**config.mk**
```make
export PLATFORM = sky130hd
export DESIGN_NAME = cfu_gateway
export DESIGN_NICKNAME = d
export VERILOG_FILES = /design/src/rtl/cfu_gateway_pkg.sv /design/src/rtl/cfu_gateway_err_fifo.sv /design/src/rtl/cfu_gateway.sv
export SDC_FILE = /design/constraint.sdc
export NUM_CORES = 1
export LEC_CHECK = 0
export CORE_AREA = 4 4 123 125
export DETAILED_ROUTE_END_ITERATION = 7
export DIE_AREA = 0 0 127 129
export GPL_TIMING_DRIVEN = 0
export PLACE_DENSITY = 0.61
export SLEW_MARGIN = 20
export SYNTH_ARGS = -nofsm -noshare
export SYNTH_HDL_FRONTEND = slang
export SYNTH_SLANG_ARGS = --single-unit
```
**constraint.sdc**
```tcl
create_clock -name clk -period 1.65 [get_ports clk]
set_clock_uncertainty 0.1 [all_clocks]
set_input_delay 0.165 -clock clk [delete_from_list [all_inputs] [get_ports clk]]
set_output_delay 0.165 -clock clk [all_outputs]
set_load 0.01 [all_outputs]
```
**src/rtl/cfu_gateway_pkg.sv**
```systemverilog
// Shared types for the CFU gateway: configuration record, response status codes,
// request/response records and the request legality check.
package cfu_gateway_pkg;

   typedef struct packed {
      int unsigned req_id_w;
      int unsigned cfu_id_w;
      int unsigned state_id_w;
      int unsigned func_id_w;
      int unsigned insn_w;
      int unsigned data_w;
      int unsigned n_cfus;
      int unsigned n_states;
   } cfu_config_t;

   localparam cfu_config_t DEFAULT_CFU_CONFIG = '{
      req_id_w:   4,
      cfu_id_w:   2,
      state_id_w: 2,
      func_id_w:  10,
      insn_w:     32,
      data_w:     32,
      n_cfus:     1,
      n_states:   0
   };

   typedef enum logic [2:0] {
      CFU_OK          = 3'b000,
      CFU_ERROR_CFU   = 3'b001,
      CFU_ERROR_STATE = 3'b010,
      CFU_ERROR_INSN  = 3'b011
   } cfu_resp_status_t;

   localparam int unsigned STATUS_W = $bits(cfu_resp_status_t);

   typedef struct packed {
      logic [DEFAULT_CFU_CONFIG.req_id_w-1:0]   req_id;
      logic [DEFAULT_CFU_CONFIG.cfu_id_w-1:0]   cfu_id;
      logic [DEFAULT_CFU_CONFIG.state_id_w-1:0] state_id;
      logic [DEFAULT_CFU_CONFIG.func_id_w-1:0]  func_id;
      logic [DEFAULT_CFU_CONFIG.insn_w-1:0]     insn;
      logic [DEFAULT_CFU_CONFIG.data_w-1:0]     data0;
      logic [DEFAULT_CFU_CONFIG.data_w-1:0]     data1;
   } cfu_req_t;

   typedef struct packed {
      logic [DEFAULT_CFU_CONFIG.req_id_w-1:0] req_id;
      cfu_resp_status_t                       status;
      logic [DEFAULT_CFU_CONFIG.data_w-1:0]   data;
   } cfu_resp_t;

   // Priority: an unknown CFU is reported before a bad state context.
   function automatic cfu_resp_status_t cfu_check(input int unsigned cfu_id,
                                                  input int unsigned state_id,
                                                  input cfu_config_t cfg);
      cfu_resp_status_t res;
      res = CFU_OK;
      if (cfu_id >= cfg.n_cfus)
         res = CFU_ERROR_CFU;
      else if (cfg.n_states == 0 && state_id != 0)
         res = CFU_ERROR_STATE;
      else if (cfg.n_states > 0 && state_id >= cfg.n_states)
         res = CFU_ERROR_STATE;
      return res;
   endfunction

endpackage

```
**src/rtl/cfu_gateway_err_fifo.sv**
```systemverilog
// Small synchronous FIFO holding locally generated error responses until the
// response channel is free.
module cfu_gateway_err_fifo #(
   parameter int unsigned WIDTH = 8,
   parameter int unsigned DEPTH = 2
) (
   input  logic             clk,
   input  logic             rst,
   input  logic             push,
   input  logic [WIDTH-1:0] push_data,
   input  logic             pop,
   output logic [WIDTH-1:0] pop_data,
   output logic             full,
   output logic             empty
);

   localparam int unsigned PTR_W = (DEPTH > 1) ? $clog2(DEPTH) : 1;
   localparam int unsigned CNT_W = $clog2(DEPTH + 1);

   logic [WIDTH-1:0] mem_q [DEPTH];
   logic [WIDTH-1:0] mem_d [DEPTH];
   logic [PTR_W-1:0] wr_ptr_q, wr_ptr_d;
   logic [PTR_W-1:0] rd_ptr_q, rd_ptr_d;
   logic [CNT_W-1:0] count_q, count_d;
   logic             do_push, do_pop;

   function automatic logic [PTR_W-1:0] ptr_inc(input logic [PTR_W-1:0] p);
      if (32'(p) == DEPTH - 1)
         return '0;
      else
         return p + 1'b1;
   endfunction

   assign full     = (count_q == CNT_W'(DEPTH));
   assign empty    = (count_q == '0);
   assign do_push  = push && !full;
   assign do_pop   = pop && !empty;
   assign pop_data = mem_q[rd_ptr_q];

   always_comb begin
      mem_d    = mem_q;
      wr_ptr_d = wr_ptr_q;
      rd_ptr_d = rd_ptr_q;
      count_d  = count_q;
      if (do_push) begin
         mem_d[wr_ptr_q] = push_data;
         wr_ptr_d        = ptr_inc(wr_ptr_q);
      end
      if (do_pop)
         rd_ptr_d = ptr_inc(rd_ptr_q);
      case ({do_push, do_pop})
         2'b10:   count_d = count_q + 1'b1;
         2'b01:   count_d = count_q - 1'b1;
         default: count_d = count_q;
      endcase
   end

   always_ff @(posedge clk or posedge rst) begin
      if (rst) begin
         for (int i = 0; i < int'(DEPTH); i++)
            mem_q[i] <= '0;
         wr_ptr_q <= '0;
         rd_ptr_q <= '0;
         count_q  <= '0;
      end else begin
         mem_q    <= mem_d;
         wr_ptr_q <= wr_ptr_d;
         rd_ptr_q <= rd_ptr_d;
         count_q  <= count_d;
      end
   end

endmodule

```
**src/rtl/cfu_gateway.sv**
```systemverilog
// Gateway between the core CFU issue stage and the CFU-LI ports: forwards legal
// requests, answers illegal ones locally and merges both response sources.
module cfu_gateway
   import cfu_gateway_pkg::*;
#(
   parameter cfu_config_t CONFIG          = DEFAULT_CFU_CONFIG,
   parameter int unsigned MAX_OUTSTANDING = 4,
   parameter int unsigned ERR_FIFO_DEPTH  = 2
) (
   input  logic                                  clk,
   input  logic                                  rst,
   input  logic                                  issue_valid,
   output logic                                  issue_ready,
   input  logic [CONFIG.req_id_w-1:0]            issue_req_id,
   input  logic [CONFIG.cfu_id_w-1:0]            issue_cfu_id,
   input  logic [CONFIG.state_id_w-1:0]          issue_state_id,
   input  logic [CONFIG.func_id_w-1:0]           issue_func_id,
   input  logic [CONFIG.insn_w-1:0]              issue_insn,
   input  logic [CONFIG.data_w-1:0]              issue_data0,
   input  logic [CONFIG.data_w-1:0]              issue_data1,
   output logic                                  cfu_req_valid,
   input  logic                                  cfu_req_ready,
   output logic [CONFIG.req_id_w-1:0]            cfu_req_req_id,
   output logic [CONFIG.cfu_id_w-1:0]            cfu_req_cfu_id,
   output logic [CONFIG.state_id_w-1:0]          cfu_req_state_id,
   output logic [CONFIG.func_id_w-1:0]           cfu_req_func_id,
   output logic [CONFIG.insn_w-1:0]              cfu_req_insn,
   output logic [CONFIG.data_w-1:0]              cfu_req_data0,
   output logic [CONFIG.data_w-1:0]              cfu_req_data1,
   input  logic                                  cfu_resp_valid,
   output logic                                  cfu_resp_ready,
   input  logic [CONFIG.req_id_w-1:0]            cfu_resp_id,
   input  logic [STATUS_W-1:0]                   cfu_resp_status,
   input  logic [CONFIG.data_w-1:0]              cfu_resp_data,
   output logic                                  core_resp_valid,
   input  logic                                  core_resp_ready,
   output logic [CONFIG.req_id_w-1:0]            core_resp_id,
   output logic [STATUS_W-1:0]                   core_resp_status,
   output logic [CONFIG.data_w-1:0]              core_resp_data,
   output logic [$clog2(MAX_OUTSTANDING+1)-1:0]  outstanding,
   output logic                                  protocol_error
);

   localparam int unsigned OUT_W = $clog2(MAX_OUTSTANDING + 1);
   localparam int unsigned ERR_W = CONFIG.req_id_w + STATUS_W;

   cfu_resp_status_t     status;
   logic                 legal, room;
   logic                 req_fire, resp_fire, err_push, err_pop;
   logic                 err_full, err_empty;
   logic [ERR_W-1:0]     err_head;
   logic [OUT_W-1:0]     outstanding_q, outstanding_d;
   logic                 protocol_error_q, protocol_error_d;

   assign status = cfu_check(32'(issue_cfu_id), 32'(issue_state_id), CONFIG);
   assign legal  = (status == CFU_OK);
   assign room   = (outstanding_q < OUT_W'(MAX_OUTSTANDING));

   assign cfu_req_valid    = issue_valid && legal && room;
   assign issue_ready      = legal ? (cfu_req_ready && room) : !err_full;
   assign cfu_req_req_id   = issue_req_id;
   assign cfu_req_cfu_id   = issue_cfu_id;
   assign cfu_req_state_id = issue_state_id;
   assign cfu_req_func_id  = issue_func_id;
   assign cfu_req_insn     = issue_insn;
   assign cfu_req_data0    = issue_data0;
   assign cfu_req_data1    = issue_data1;

   assign req_fire  = cfu_req_valid && cfu_req_ready;
   assign err_push  = issue_valid && !legal && !err_full;

   // CFU responses always win; the error FIFO only drains in idle CFU cycles.
   assign cfu_resp_ready   = core_resp_ready;
   assign resp_fire        = cfu_resp_valid && core_resp_ready;
   assign err_pop          = !cfu_resp_valid && !err_empty && core_resp_ready;
   assign core_resp_valid  = cfu_resp_valid || !err_empty;
   assign core_resp_id     = cfu_resp_valid ? cfu_resp_id : err_head[ERR_W-1:STATUS_W];
   assign core_resp_status = cfu_resp_valid ? cfu_resp_status : err_head[STATUS_W-1:0];
   assign core_resp_data   = cfu_resp_valid ? cfu_resp_data : '0;

   cfu_gateway_err_fifo #(
      .WIDTH (ERR_W),
      .DEPTH (ERR_FIFO_DEPTH)
   ) u_err_fifo (
      .clk       (clk),
      .rst       (rst),
      .push      (err_push),
      .push_data ({issue_req_id, status}),
      .pop       (err_pop),
      .pop_data  (err_head),
      .full      (err_full),
      .empty     (err_empty)
   );

   always_comb begin
      outstanding_d    = outstanding_q;
      protocol_error_d = protocol_error_q;
      if (resp_fire && outstanding_q == '0)
         protocol_error_d = 1'b1;
      case ({req_fire, resp_fire})
         2'b10:   outstanding_d = outstanding_q + 1'b1;
         2'b01:   if (outstanding_q != '0) outstanding_d = outstanding_q - 1'b1;
         default: outstanding_d = outstanding_q;
      endcase
   end

   always_ff @(posedge clk or posedge rst) begin
      if (rst) begin
         outstanding_q    <= '0;
         protocol_error_q <= 1'b0;
      end else begin
         outstanding_q    <= outstanding_d;
         protocol_error_q <= protocol_error_d;
      end
   end

   assign outstanding    = outstanding_q;
   assign protocol_error = protocol_error_q;

endmodule

```
==> results_dict.tcl, run 1 <==
set metrics [dict create \
    cts_tree "done" \
    setup_viol 2 \
    grt_max_degree 21 \
    cts_root_buf "clkbuf_16" \
    holdBufCountCts 0 \
    status "finished, violations left" \
    die-height_microns 129 \
    hp-class "in -> reg" \
    path_class "in -> reg" \
    synth_warnings 0 \
    clkLatencyLatePin_ns 0.25 \
    synthCells 247 \
    core_sq_um 13900 \
    drcViolationCount 0 \
    first_pass_iters 4 \
    powerDensity_nw_per_um2 731 \
    fill_cells 1452 \
    synth.cell_area_sq_um 2140 \
    num_vias 2350 \
    synthArstFlopShare_pct 100 \
    pre_cts_ws_ns -1.14 \
    totalWireLength_microns 10100 \
    period_minus_slack_ns 1.71 \
    layout.nets 637 \
    ys_seq_area_share_pct 23.4 \
    final-max-slew-violation-count 0 \
    synth_top_area_cell "buf_4" \
    drtAntennaViolNets 0 \
    hold-worst-slack_ns 0.0892 \
    areaGrowthSynthToFinish_pct 120 \
    drt-vias-per-instance 3.59 \
    gp_congestion 0.917 \
    clkTransAtPathRegs_ns 0.05 \
    wl_per_cell_microns 15.4 \
    io_pins 320 \
    globalRouteTotalUtil_pct 10.6 \
    synth_enable_flop_cells 0 \
    grt-ovfl-total 0 \
    portBuffers 213 \
    drt_iter0_drc 19 \
    dpl_cell_area_sq_um 4500 \
    rsz0062_at_grt "true" \
    clkSinkCount 20 \
    critPathMaxFanout 5 \
    synthFlopType "dfrtp_1" \
    power.leakage_nw 2.22 \
    synthDominantCellAreaShare_pct 40.3 \
    start_util_pct 15.4 \
    finalInstanceArea_sq_um 4720 \
    synth_area_leaders "buf_4 40%, dfrtp_1 23%, and2_1 9.9%" \
    dieArea_sq_um 16400 \
    grt_pass1_vias 2414 \
    syn_area_per_cell_sq_um 8.67 \
    worstPathArrival_ns 1.78 \
    violations "setup timing" \
    finalCritPeriodShare_pct 104 \
    rows 43 \
    htreeDepth 1 \
    multi_input_area_sq_um 803 \
    required_ns 1.72 \
    final.setup.worst_slack_ns -0.0631 \
    final_hold_viol_count 0 \
    antenna_found_initial 2 \
    antennaDiodeCount 0 \
    peakVddDrop_v 0.000625 \
    fmax_mhz 584 \
    cp-start-kind "input pin" \
    grt_pass1_wl_microns 13500 \
    slew_headroom_pct 48.9 \
    critPathCaptureType "flip-flop" \
    regArea_sq_um 504 \
    die_w_microns 127 \
    tns_ns -0.0681 \
    cts_buffers 3 \
    post-dp-hpwl_microns 9150 \
    drv_cap 0 \
    drive_gt1_share_pct 36.8 \
    synth-seq-cells 20 \
    power_mw 3.45 \
    synth.distinct_cells 29 \
    syn_nets 408 \
    clockBufferDepth 2 \
    tightest_slew_ns 0.765 \
]
-- cell families after synthesis --
logic type / share of synthesized area [%]
AO/OA/AOI/OAI: 2.92
XOR/XNOR: 2.86
adder cells (fa/ha/maj): 1.52
buffers and inverters: 42.1
flip-flops: 23.4
multiplexers: 9.40
AND/OR/NAND/NOR: 17.9
-- final cells by class --
cell class                      instances  share of cell area, %
Tap cell                              180                   4.77
Sequential cell                        20                   10.7
Multi-Input combinational cell        102                   17.0
Clock buffer                            4                   1.88
Inverter                                4                  0.318
Buffer                                120                   19.8
Timing Repair Buffer                  225                   45.5
-- routing by layer --
layer  GRT usage, %  part of all wire [%]  routed length, microns  vias to the layer above
li1               -                     -                       -                     1123
met1           11.1                    33                    3310                     1061
met2           21.0                    56                    5660                      150
met3           2.86                   9.6                     969                       12
met4           2.27                   1.4                     140                        4
met5              0                  0.34                      34                        -
-- path summary, 6_finish.rpt --
kind	startpoint	end	cells past startpoint	slack, ns
max	issue_cfu_id[0]	outstanding[2]	8	-0.06
min	issue_cfu_id[0]	u_err_fifo.mem_q[7]	3	0.09
max reg2reg	outstanding[2]	outstanding[2]	6	-0.03
min reg2reg	protocol_error	protocol_error	1	0.39
max in group asynchronous	rst	outstanding[2]	2	0.67
min in group asynchronous	rst	u_err_fifo.mem_q[5]	2	0.25
-- power by group --
group	internal [mW]	total, mW	switching, mW
logic	1.22	1.93	0.708
registers	0.745	0.976	0.232
clock network	0.369	0.543	0.173
total	2.34	3.45	1.11
-- cell usage after synthesis, types with 2 or more instances --
cell / instances
mux2_2: 9
o21ai_0: 6
a21oi_1: 2
nor2b_1: 2
xnor2_1: 4
or3_1: 2
inv_1: 4
nand2_1: 9
nor2_1: 6
mux2i_1: 10
buf_4: 115
xor2_1: 3
clkbuf_1: 6
a21o_1: 2
dfrtp_1: 20
and2_1: 34
-- state kept, by name (all words and copies together), names as in the netlist --
| signal | count |
|---|---|
| u_err_fifo.mem_q | 12 |
| u_err_fifo.count_q | 2 |
| outstanding | 3 |
| protocol_error | 1 |
| u_err_fifo.rd_ptr_q | 1 |
| u_err_fifo.wr_ptr_q | 1 |
-- cells in the final DEF (no fill, tap or decap), types with 4 or more instances in the layout --
| cell type | instances |
|---|---|
| mux2_2 | 9 |
| mux2i_1 | 8 |
| clkdlybuf4s50_1 | 164 |
| dlygate4sd2_1 | 35 |
| buf_4 | 124 |
| and2_1 | 34 |
| clkbuf_16 | 4 |
| clkbuf_8 | 4 |
| clkbuf_2 | 6 |
| dfrtp_1 | 17 |
| xnor2_1 | 4 |
| o21ai_0 | 6 |
| nor2_1 | 4 |
| inv_1 | 4 |
| nand2_1 | 7 |
-- per-stage QoR --
step,instances,util (%)
after detailed placement,640,32.4
after global placement,640,32.4
after floorplan,247,-
final,655,34.0
after global routing,655,34.0
after CTS,654,34.0
-- repair_timing --
action / in CTS / in global routing
pin swaps: 8 / 7
gates cloned: 1 / 0
gates resized for setup: 99 / 23
hold endpoints to repair: 0 / 0
setup endpoints to repair: 59 / 16
setup buffers: 10 / 1
-- critical path, stage by stage --
cell and delay [ns]:
buf_8 0.10, or4_4 0.58, nor3_4 0.16, or2_4 0.14, fa_2 0.19, nand4_1 0.09
mux2i_2 0.19, xor2_1 0.16
(Power assumes the default switching activity.)
==> run 2, diff against run 1 <==
- CELL_PAD_IN_SITES_DETAIL_PLACEMENT: unset -> 0
- CELL_PAD_IN_SITES_GLOBAL_PLACEMENT: unset -> 2
- CORE_AREA: 4 4 123 125 -> unset
- CORE_MARGIN: unset -> 4
- CORE_UTILIZATION: unset -> 10
- DIE_AREA: 0 0 127 129 -> unset
- PLACE_DENSITY: 0.61 -> 0.83
- clock period: 1.65 -> 1.9 ns (I/O delays scaled with it)
==> results_dict.tcl, run 2 (same netlist as run 1, synthesis figures left out) <==
set metrics [dict create \
    gp_congestion 0.678 \
    final_cell_mix "197 x clkdlybuf4s50_1, 119 x buf_4, 34 x and2_1, 18 x dfrtp_1" \
    portBuffers 213 \
    cpPeakStageDelay_ns 0.50 \
    r2r_setup_slack_ns 0.13 \
    io_pins 320 \
    final_hold_viol_count 0 \
    fmax_mhz 545 \
    wl_per_cell_microns 11.6 \
    power.leakage_nw 2.09 \
    largest-register "u_err_fifo.mem_q" \
    status "finished clean" \
    worstPathArrival_ns 1.55 \
    critPathCaptureType "output port" \
    clockBufferDepth 2 \
    rsz0062_at_grt "false" \
    holdBufCountCts 0 \
    globalRouteTotalUtil_pct 6.31 \
    required_ns 1.61 \
    tns_ns 0 \
    path_cells "or3_1 > clkdlybuf4s50_1" \
    antenna_found_initial 1 \
    post-dp-hpwl_microns 7550 \
    start_util_pct 10.2 \
    areaGrowthSynthToFinish_pct 124 \
    die_w_microns 154 \
    grt_pass1_wl_microns 12200 \
    drv_cap 0 \
    path_buf_inv 1 \
    dieArea_sq_um 23800 \
    core_sq_um 21000 \
    first_pass_iters 4 \
    drtAntennaViolNets 0 \
    clkTransAtPathRegs_ns 0.06 \
    cp_slowest_cell "clkdlybuf4s50_1" \
    htreeDepth 1 \
    peakVddDrop_v 0.000313 \
    clkLatencyLatePin_ns 0.25 \
    place_inst 735 \
    layout.nets 630 \
    grt_max_degree 21 \
    drt_iter0_drc 37 \
    hold-worst-slack_ns 0.217 \
    hp-class "in -> reg" \
    slew_headroom_pct 44.9 \
    powerDensity_nw_per_um2 625 \
    drcViolationCount 0 \
    layout_commonest_cell "clkdlybuf4s50_1" \
    largest_register_ffs 12 \
    critPathMaxFanout 4 \
    grt_pass1_vias 2332 \
    clkSinkCount 20 \
    drive_gt1_share_pct 32.9 \
    totalWireLength_microns 8600 \
    grt-ovfl-total 0 \
    setup_viol 0 \
    antennaDiodeCount 0 \
    die-height_microns 154 \
    finalNonFillerCells 743 \
    tightest_slew_ns 0.825 \
    drt-vias-per-instance 3.02 \
    cts_buffers 3 \
    path_delay_family "buffers and inverters" \
    period_minus_slack_ns 1.84 \
    final-max-slew-violation-count 0 \
    num_vias 2243 \
    finalCritPeriodShare_pct 96.6 \
    cts_root_buf "clkbuf_16" \
    cts_tree "done" \
    rows 53 \
    cp-start-kind "flip-flop" \
    path_class "reg -> out" \
]
run 2: routing by layer:
metal / vias up / share of wire (%) / GRT usage (%)
met5: - / 0.15 / 0
met4: 2 / 0.78 / 1.51
met3: 4 / 9.0 / 1.12
met2: 138 / 54 / 12.2
met1: 990 / 36 / 7.12
li1: 1109 / - / -
run 2: cell type report:
class,instances,area [sq um]
Buffer,120,915
Clock buffer,3,75.1
Clock inverter,1,30.0
Fill cell,2263,16200
Inverter,4,15.0
Multi-Input combinational cell,102,772
Sequential cell,20,503
Tap cell,275,344
Timing Repair Buffer,218,2150
run 2: worst min-delay path, cell delays in order:
cell      delay (ns)
clkbuf_2        0.15
nor2_1          0.07
a21oi_1         0.11
run 2: power breakdown:
part,switching (mW),total [mW],leakage [nW],internal (mW)
clock network,0.163,0.580,0.0511,0.418
registers,0.175,0.819,0.230,0.644
logic,0.598,1.60,1.81,1.01
total,0.936,3.00,2.09,2.07
run 2: what timing repair did:
item	in CTS	in global routing
gates resized for setup	32	19
pin swaps	2	4
endpoints found under the setup margin	56	27
gates cloned	1	0
setup buffers	4	0
run 2: final timing paths:
kind | from | to | cells past startpoint
hold / removal | issue_cfu_id[0] | u_err_fifo.mem_q[7] | 3
max in group asynchronous | rst | outstanding[2] | 2
setup / recovery | u_err_fifo.count_q[1] | core_resp_valid | 2
hold reg to reg | protocol_error | protocol_error | 1
setup reg to reg | outstanding[2] | outstanding[2] | 6
min in group asynchronous | rst | protocol_error | 2
run 2: metrics by stage:
step	total power, mW	area, sq um	util (%)	setup slack, ns
2_1_floorplan	1.62	2140	-	0.0510
5_1_grt	3.23	4800	22.8	0.000409
3_3_place_gp	2.43	4620	22.0	-1.18
6_report	3.00	4800	22.8	0.0645
4_1_cts	3.04	4790	22.8	-0.0390
3_5_place_dp	2.45	4620	22.0	-1.19
